$ cat config.mk
export PLATFORM = sky130hd
export DESIGN_NAME = clock_base_top
export DESIGN_NICKNAME = d
export VERILOG_FILES = /design/src/rtl/clock_base_top.sv
export SDC_FILE = /design/constraint.sdc
export NUM_CORES = 1
export LEC_CHECK = 0
export BUFFER_PORTS_ARGS = -buffer_cell sky130_fd_sc_hd__buf_4
export CORE_MARGIN = 2
export CORE_UTILIZATION = 45
export CTS_BUF_LIST = sky130_fd_sc_hd__clkbuf_16
export CTS_CLUSTER_DIAMETER = 100
export CTS_CLUSTER_SIZE = 28
export DETAILED_ROUTE_END_ITERATION = 12
export MAX_ROUTING_LAYER = met4
export PLACE_DENSITY = 0.58
export SYNTH_ARGS = -nofsm -noshare
export SYNTH_HDL_FRONTEND = slang
export SYNTH_SLANG_ARGS = --single-unit
export TNS_END_PERCENT = 20
$ cat constraint.sdc
create_clock -name CLK -period 4.35 [get_ports CLK]
set_input_delay 0.435 -clock CLK [delete_from_list [all_inputs] [get_ports CLK]]
set_output_delay 0.435 -clock CLK [all_outputs]
set_load 0.05 [all_outputs]
$ cat src/rtl/clock_base_top.sv
// UART (8N1) receiver feeding a DEPTH-stage byte shift register, with an
// LED register that shows either the newest or the oldest stored byte.
module clock_base_top #(
    parameter int unsigned CLKS_PER_BIT = 1736,
    parameter int unsigned DEPTH        = 4
) (
    input  logic       CLK,
    input  logic       reset,
    input  logic       sw,
    input  logic       ct_UartRx,
    output logic [7:0] ct_Led
);

    localparam int unsigned CNT_W = (CLKS_PER_BIT > 1) ? $clog2(CLKS_PER_BIT) : 1;
    localparam logic [CNT_W-1:0] BIT_LAST  = CNT_W'(CLKS_PER_BIT - 1);
    localparam logic [CNT_W-1:0] HALF_LAST = CNT_W'(CLKS_PER_BIT / 2 - 1);

    typedef enum logic [1:0] {
        S_IDLE,
        S_START,
        S_DATA,
        S_STOP
    } state_t;

    state_t           state;
    logic             rx_m;
    logic             rx_s;
    logic             rx_prev;
    logic [CNT_W-1:0] clk_cnt;
    logic [2:0]       bit_cnt;
    logic [7:0]       rx_byte;
    logic             byte_valid;
    logic [7:0]       stage [DEPTH];

    // Two-flop synchronizer plus one delayed copy for falling-edge detection.
    always_ff @(posedge CLK) begin
        if (reset) begin
            rx_m    <= 1'b1;
            rx_s    <= 1'b1;
            rx_prev <= 1'b1;
        end else begin
            rx_m    <= ct_UartRx;
            rx_s    <= rx_m;
            rx_prev <= rx_s;
        end
    end

    // Receiver: mid-bit sampling, byte_valid pulses only on a good stop bit.
    always_ff @(posedge CLK) begin
        if (reset) begin
            state      <= S_IDLE;
            clk_cnt    <= '0;
            bit_cnt    <= '0;
            rx_byte    <= 8'h00;
            byte_valid <= 1'b0;
        end else begin
            byte_valid <= 1'b0;
            case (state)
                S_IDLE: begin
                    clk_cnt <= '0;
                    if (rx_prev && !rx_s) begin
                        state   <= S_START;
                        bit_cnt <= '0;
                    end
                end
                S_START: begin
                    if (clk_cnt == HALF_LAST) begin
                        clk_cnt <= '0;
                        state   <= rx_s ? S_IDLE : S_DATA;
                    end else begin
                        clk_cnt <= clk_cnt + CNT_W'(1);
                    end
                end
                S_DATA: begin
                    if (clk_cnt == BIT_LAST) begin
                        clk_cnt <= '0;
                        rx_byte <= {rx_s, rx_byte[7:1]};
                        if (bit_cnt == 3'd7) begin
                            state <= S_STOP;
                        end else begin
                            bit_cnt <= bit_cnt + 3'd1;
                        end
                    end else begin
                        clk_cnt <= clk_cnt + CNT_W'(1);
                    end
                end
                S_STOP: begin
                    if (clk_cnt == BIT_LAST) begin
                        clk_cnt    <= '0;
                        byte_valid <= rx_s;
                        state      <= S_IDLE;
                    end else begin
                        clk_cnt <= clk_cnt + CNT_W'(1);
                    end
                end
                default: begin
                    state   <= S_IDLE;
                    clk_cnt <= '0;
                end
            endcase
        end
    end

    // Byte shift register; the oldest byte falls off the end.
    always_ff @(posedge CLK) begin
        if (reset) begin
            for (int k = 0; k < DEPTH; k++) begin
                stage[k] <= 8'h00;
            end
        end else if (byte_valid) begin
            for (int k = DEPTH - 1; k > 0; k--) begin
                stage[k] <= stage[k-1];
            end
            stage[0] <= rx_byte;
        end
    end

    always_ff @(posedge CLK) begin
        if (reset) begin
            ct_Led <= 8'h00;
        end else begin
            ct_Led <= sw ? stage[DEPTH-1] : stage[0];
        end
    end

endmodule

==> results.sh, run 1 <==
export IMPL_status="finished clean"
export IMPL_synthesis_nets=228
export IMPL_fmax_ghz=0.491
export IMPL_cts_tree="built"
export IMPL_synth_area_um2=2680
export IMPL_diodes=0
export IMPL_worstSetupEndpointType="register"
export IMPL_multi_input_area_um2=956
export IMPL_fill_cells=497
export IMPL_htree_levels=3
export IMPL_ff_latch_area_um2=1680
export IMPL_p_leak_nw=1.20
export IMPL_ios=12
export IMPL_hold_path_class="in2reg"
export IMPL_final_layout_size_suffix_gt1_frac=0.134
export IMPL_cp_cell_sequence="ha_1 -> and4b_1 -> nand4_1 -> a31oi_1 -> nor2_1"
export IMPL_cts_hold_buf=0
export IMPL_cp_arrival_ns=2.20
export IMPL_num_vias=1559
export IMPL_async_flop_share=0
export IMPL_min_period_over_period=0.468
export IMPL_ys_flop_type="dfxtp_1"
export IMPL_cts_buffers=9
export IMPL_cts_setup_buffers=0
export IMPL_clk_pin_slew_ns=0.05
export IMPL_portBuffers=11
export IMPL_gp_congestion=0.728
export IMPL_stdcell_count=314
export IMPL_die_area_um2=6600
export IMPL_cp_slowest_stage_delay_ns=0.80
export IMPL_cp_top_family="compound AO/OA/AOI/OAI gates"
export IMPL_ys_top_cells_by_area="edfxtp_1 (36%), dfxtp_1 (27%), and2_1 (7.5%)"
export IMPL_grt_pass1_wl_um=6980
export IMPL_max_cap_violations=0
export IMPL_cts_buffer_depth=2
export IMPL_top_layer="met4"
export IMPL_rsz0062_at_grt="false"
export IMPL_slew_headroom=0.375
export IMPL_hpwl_um=2440
export IMPL_pre_cts_ws_ns=2.29
export IMPL_path_max_fanout=11
export IMPL_startpoint_type="register"
export IMPL_gr_total_overflow=0
export IMPL_finalWirelength_um=4050
export IMPL_insertion_delay_ns=0.32
export IMPL_remaining_drc_errors=0
export IMPL_avgRoutedWirePerCell_um=12.9
export IMPL_synth_cells=221
export IMPL_hold_slack_ns=0.301
export IMPL_tns_ns=0
export IMPL_yosysTopAreaCellShare=0.358
export IMPL_slew_viol_final=0
export IMPL_fin_ws_ns=2.31
export IMPL_final_common_cell="dfxtp_1"
export IMPL_ant_nets=0
export IMPL_grt_start_max_net_pins=33
export IMPL_antenna_found_initial=0
export IMPL_synth_top_area_cell="edfxtp_1"
export IMPL_std_cell_rows=28
export IMPL_skew_ns=0.00653
export IMPL_drtPass1Iterations=4
export IMPL_met2_length_um=1660
export IMPL_powerDensity_nw_per_um2=464
export IMPL_hold_viol=0
export IMPL_grt_usage=0.149
export IMPL_fp_dieH_um=81.2
export IMPL_wl_met1_um=2140
export IMPL_crit_slowest_cell="a31oi_1"
export IMPL_tightest_slew_ns=0.934
export IMPL_worstPathRequired_ns=4.51
export IMPL_crit_type="reg2reg"
export IMPL_syn2layout_area_growth_pct=15.7
export IMPL_dp_cells=298
export IMPL_cts_root_buf="clkbuf_16"
export IMPL_finalCriticalPeriod_ns=2.04
export IMPL_die_x_um=81.2
export IMPL_critPathBufInv=0
export IMPL_met3_wirelength_um=145
export IMPL_setup_viol=0
export IMPL_grt_pass1_vias=1418
export IMPL_synth_edff_count=32
export IMPL_finalNetCount=241
export IMPL_initial_core_util=0.459
export IMPL_core_area_um2=5850
export IMPL_synth_avg_cell_area_um2=12.1
export IMPL_ir_drop_mv=0.286
export IMPL_final_cell_mix="dfxtp_1 (36), and2_1 (32), edfxtp_1 (32), nor2_1 (30), mux2i_1 (17)"
export IMPL_ys_seq_area_frac=0.627
export IMPL_clock_sinks=68
export IMPL_via_per_inst=4.96
export IMPL_synth_distinct_cells=35
export IMPL_cts_repair_resized=0
export IMPL_ys_warn_count=0
export IMPL_ys_ff_latch=68
export IMPL_drt_iter0_markers=108
synthesized netlist by cell type (2+ instances only):
cell type  instances
xnor2_1            6
nand2b_1           3
buf_2              3
nor2b_1            4
nand3_1            5
clkbuf_1           7
a21oi_1            3
nor3b_4            2
mux2i_1           17
nand2_1            6
a31oi_1            3
dfxtp_1           36
nor3_1             3
or4b_1             2
xor2_1             3
or2_2              4
nor2_1            30
o21ai_0            3
and2_1            32
edfxtp_1          32
ha_1               3
layer usage:
metal / track usage / vias to the layer above
li1: - / 793
met3: 0.0433 / 13
met1: 0.204 / 726
met4: 0.0915 / 0
met5: - / -
met2: 0.193 / 27
cells by family (layout without fill, tap and decap cells):
group	after synthesis	after routing	synth area share
adders and majority gates	3	3	0.0140
AOI/OAI and AO/OA	12	12	0.0280
muxes	17	17	0.0634
DFF	68	68	0.627
xor gates and xnor gates	9	9	0.0294
buffers and inverters	11	29	0.0168
and+or+nand+nor	101	101	0.222
final timing paths:
path | startpoint | endpoint | slack (ns) | cells after the start
max reg2reg | clk_cnt[0]$_SDFF_PP0_ | clk_cnt[8]$_SDFF_PP0_ | 2.31 | 5
max | clk_cnt[0]$_SDFF_PP0_ | clk_cnt[8]$_SDFF_PP0_ | 2.31 | 5
min | ct_UartRx | rx_m$_SDFF_PP1_ | 0.30 | 2
min reg2reg | rx_m$_SDFF_PP1_ | rx_s$_SDFF_PP1_ | 0.41 | 1
power breakdown:
group / internal (mW) / switching (mW)
combinational: 0.0214 / 0.0470
clock: 0.431 / 0.236
sequential: 0.695 / 0.0111
sequential cells by signal (all words and copies together) (netlist names), named ones only:
register and flops:
stage 32, clk_cnt 11, ct_Led 8, rx_byte 8
bit_cnt 3, byte_valid 1, rx_m 1, rx_prev 1
rx_s 1, state 1
stage by stage:
stage          utilization  area [um2]  power (mW)
6_report             0.531        3100        1.44
5_1_grt              0.531        3100        1.50
4_1_cts              0.531        3100        1.46
2_1_floorplan            -        2680       0.767
3_3_place_gp         0.483        2830       0.788
3_5_place_dp         0.483        2830       0.788
cell type report:
type | count | share of cell area
Tap cell | 75 | 0.0302
Clock buffer | 9 | 0.0726
Sequential cell | 68 | 0.542
Timing Repair Buffer | 12 | 0.0290
Inverter | 1 | 0.00121
Clock inverter | 7 | 0.0173
Multi-Input combinational cell | 142 | 0.308
Power figures use the tool's default switching activity.
==> run 2, diff against run 1 <==
--- a/config.mk
+++ b/config.mk
@@ -5,6 +5,7 @@
 export SDC_FILE = /design/constraint.sdc
 export NUM_CORES = 1
 export LEC_CHECK = 0
+export ABC_AREA = 1
 export BUFFER_PORTS_ARGS = -buffer_cell sky130_fd_sc_hd__buf_4
 export CORE_MARGIN = 2
 export CORE_UTILIZATION = 45
@@ -13,7 +14,7 @@
 export CTS_CLUSTER_SIZE = 28
 export DETAILED_ROUTE_END_ITERATION = 12
 export MAX_ROUTING_LAYER = met4
-export PLACE_DENSITY = 0.58
+export PLACE_DENSITY = 0.61
 export SYNTH_ARGS = -nofsm -noshare
 export SYNTH_HDL_FRONTEND = slang
 export SYNTH_SLANG_ARGS = --single-unit
==> constraint.sdc (replaced) <==
create_clock -name CLK -period 1.7 [get_ports CLK]
set_input_delay 0.17 -clock CLK [delete_from_list [all_inputs] [get_ports CLK]]
set_output_delay 0.17 -clock CLK [all_outputs]
set_load 0.05 [all_outputs]
==> results.sh, run 2 <==
export IMPL_status="finished clean"
export IMPL_cp_cell_sequence="ha_1 -> nand2_2 -> nor2_4 -> nand3_1 -> nand2_1 -> nand2_1 -> nand2_4 -> nor3b_2"
export IMPL_largest_reg_flops=32
export IMPL_use_met2=0.238
export IMPL_cts_buffer_depth=2
export IMPL_p_comb_frac=0.058
export IMPL_ys_flop_type="dfxtp_1"
export IMPL_yosys_top_cells_count="nor2_1 (57), inv_1 (46), dfxtp_1 (36)"
export IMPL_multi_input_area_um2=855
export IMPL_p_leak_nw=1.29
export IMPL_ios=12
export IMPL_hpwl_um=2790
export IMPL_cts_hold_buf=0
export IMPL_portBuffers=11
export IMPL_synth_distinct_cells=32
export IMPL_crit_top_cell="nand2_1"
export IMPL_grt_pass1_wl_um=7530
export IMPL_yosysTopAreaCellShare=0.349
export IMPL_slew_viol_final=0
export IMPL_via_per_inst=4.77
export IMPL_fill_cells=554
export IMPL_std_cell_rows=28
export IMPL_remaining_drc_errors=0
export IMPL_hold_path_class="in2reg"
export IMPL_max_cap_violations=0
export IMPL_synthesis_nets=294
export IMPL_grt_usage=0.157
export IMPL_synth_avg_cell_area_um2=9.59
export IMPL_gr_total_overflow=0
export IMPL_ant_nets=0
export IMPL_largest_register="stage"
export IMPL_reg_top3="stage x32, clk_cnt x11"
export IMPL_synth_cells=287
export IMPL_path_max_fanout=10
export IMPL_crit_slowest_cell="dfxtp_1"
export IMPL_cp_arrival_ns=1.72
export IMPL_intPower_mw=2.80
export IMPL_antenna_found_initial=0
export IMPL_htree_levels=3
export IMPL_synth_edff_count=32
export IMPL_core_area_um2=5920
export IMPL_r2r_slack_ns=0.20
export IMPL_clk_pin_slew_ns=0.05
export IMPL_async_flop_share=0
export IMPL_finalNetCount=313
export IMPL_num_vias=1841
export IMPL_drtPass1Iterations=4
export IMPL_busiest_layer="met2"
export IMPL_fmax_ghz=0.666
export IMPL_finalWirelength_um=4400
export IMPL_skew_ns=0.00481
export IMPL_hold_viol=0
export IMPL_min_from="ct_UartRx"
export IMPL_cp_startpoint="clk_cnt[0]$_SDFF_PP0_"
export IMPL_initial_core_util=0.465
export IMPL_p_sw_mw=0.844
export IMPL_final_common_cell="nor2_1"
export IMPL_slew_headroom=0.506
export IMPL_power_total_mw=3.64
export IMPL_cts_root_buf="clkbuf_16"
export IMPL_drt_iter0_markers=56
export IMPL_use_met3=0.0717
export IMPL_grt_pass1_vias=1709
export IMPL_insertion_delay_ns=0.33
export IMPL_tns_ns=0
export IMPL_ys_top_cells_by_area="edfxtp_1 (35%), dfxtp_1 (26%), nor2_1 (7.8%)"
export IMPL_fp_dieH_um=82.2
export IMPL_clock_sinks=68
export IMPL_rsz0062_at_grt="false"
export IMPL_cts_repair_resized=0
export IMPL_hold_slack_ns=0.0261
export IMPL_synth_area_um2=2750
export IMPL_powerDensity_nw_per_um2=1140
export IMPL_min_period_over_period=0.883
export IMPL_diodes=0
export IMPL_timing_rr_start="clk_cnt[0]$_SDFF_PP0_"
export IMPL_grt_start_max_net_pins=33
export IMPL_synth_most_common_cell="nor2_1"
export IMPL_cp_slowest_stage_delay_ns=0.34
export IMPL_syn2layout_area_growth_pct=16.4
export IMPL_crit_type="reg2reg"
export IMPL_dp_cells=370
export IMPL_sw_frac_of_total=0.232
export IMPL_cts_setup_buffers=0
export IMPL_grt_use_met1=0.181
export IMPL_cts_buffers=9
export IMPL_tightest_slew_ns=0.740
export IMPL_worstPathRequired_ns=1.92
export IMPL_final_cell_mix="nor2_1 (57), inv_1 (47), dfxtp_1 (36), edfxtp_1 (32), nand2_1 (24)"
export IMPL_seq_power_share=0.490
export IMPL_ys_seq_area_frac=0.611
export IMPL_setup_viol=0
export IMPL_finalCriticalPeriod_ns=1.50
export IMPL_cts_tree="built"
export IMPL_ys_warn_count=0
export IMPL_gp_congestion=0.798
export IMPL_ir_drop_mv=0.729
export IMPL_ff_latch_area_um2=1680
export IMPL_worstSetupEndpointType="register"
export IMPL_final_layout_size_suffix_gt1_frac=0.167
export IMPL_die_area_um2=6760
export IMPL_die_x_um=82.2
export IMPL_p_clk_frac=0.452
export IMPL_startpoint_type="register"
export IMPL_synth_top_area_cell="edfxtp_1"
export IMPL_cp_top_family="simple AND/OR/NAND/NOR gates"
export IMPL_ys_ff_latch=68
export IMPL_avgRoutedWirePerCell_um=11.4
export IMPL_critPathBufInv=0
export IMPL_stdcell_count=386
-- run 2: changes by cell type in the layout (fill, tap and decap cells not counted), sizes merged, moves of 15 or more --
cell	change
and2	-32
inv	+44
mux2i	-17
nand2	+21
nor2	+33
o21ai	+15
-- run 2: kinds of logic (layout without fill, tap and decap cells) --
group	Yosys count	after routing	synth area share
xor gates and xnor gates	3	3	0.00955
DFF	68	68	0.611
buffers and inverters	56	80	0.0786
adders and majority gates	3	3	0.0136
AOI/OAI and AO/OA	32	32	0.0605
and+or+nand+nor	125	125	0.227
-- run 2: area by class of cell --
class                   count  share of cell area
clock inverters             7              0.0141
well taps                  75              0.0293
clock buffers               9              0.0703
flip-flops and latches     68               0.525
repair buffers             17              0.0398
inverters                  47              0.0551
multi-input cells         163               0.267
-- run 2: power by group through the flow --
| stage | combinational (mW) | sequential [mW] | clock (mW) |
|---|---|---|---|
| 3_3_place_gp | 0.210 | 1.82 | 0 |
| 2_1_floorplan | 0.112 | 1.86 | 0 |
| 6_report | 0.212 | 1.79 | 1.65 |
| 3_5_place_dp | 0.213 | 1.82 | 0 |
| 5_1_grt | 0.235 | 1.79 | 1.75 |
| 4_1_cts | 0.214 | 1.79 | 1.69 |
-- run 2: through the flow --
stage	util	setup WS, ns	instance area [um2]
3_3_place_gp	0.496	0.234	2930
4_1_cts	0.541	0.182	3200
6_report	0.541	0.199	3200
5_1_grt	0.541	0.0318	3200
2_1_floorplan	-	0.329	2750
3_5_place_dp	0.496	0.185	2930
-- run 2: metal layers --
layer | wire, um | vias up
met4 | 84 | 0
met3 | 238 | 10
met5 | 0 | -
met2 | 2020 | 32
met1 | 2060 | 836
li1 | - | 963
-- run 2: path summary, 6_finish.rpt --
check / to / depth (start not counted)
hold reg to reg: rx_s$_SDFF_PP1_ / 1
setup reg to reg: clk_cnt[8]$_SDFF_PP0_ / 8
hold / removal: rx_m$_SDFF_PP1_ / 2
setup / recovery: clk_cnt[8]$_SDFF_PP0_ / 8
-- run 2: worst register-to-register path: cells and delay by family, from the launching register on --
kind | cells | cell delay (ns)
AND/OR/NAND/NOR | 7 | 0.83
flip-flops | 1 | 0.34
adder cells (fa/ha/maj) | 1 | 0.23
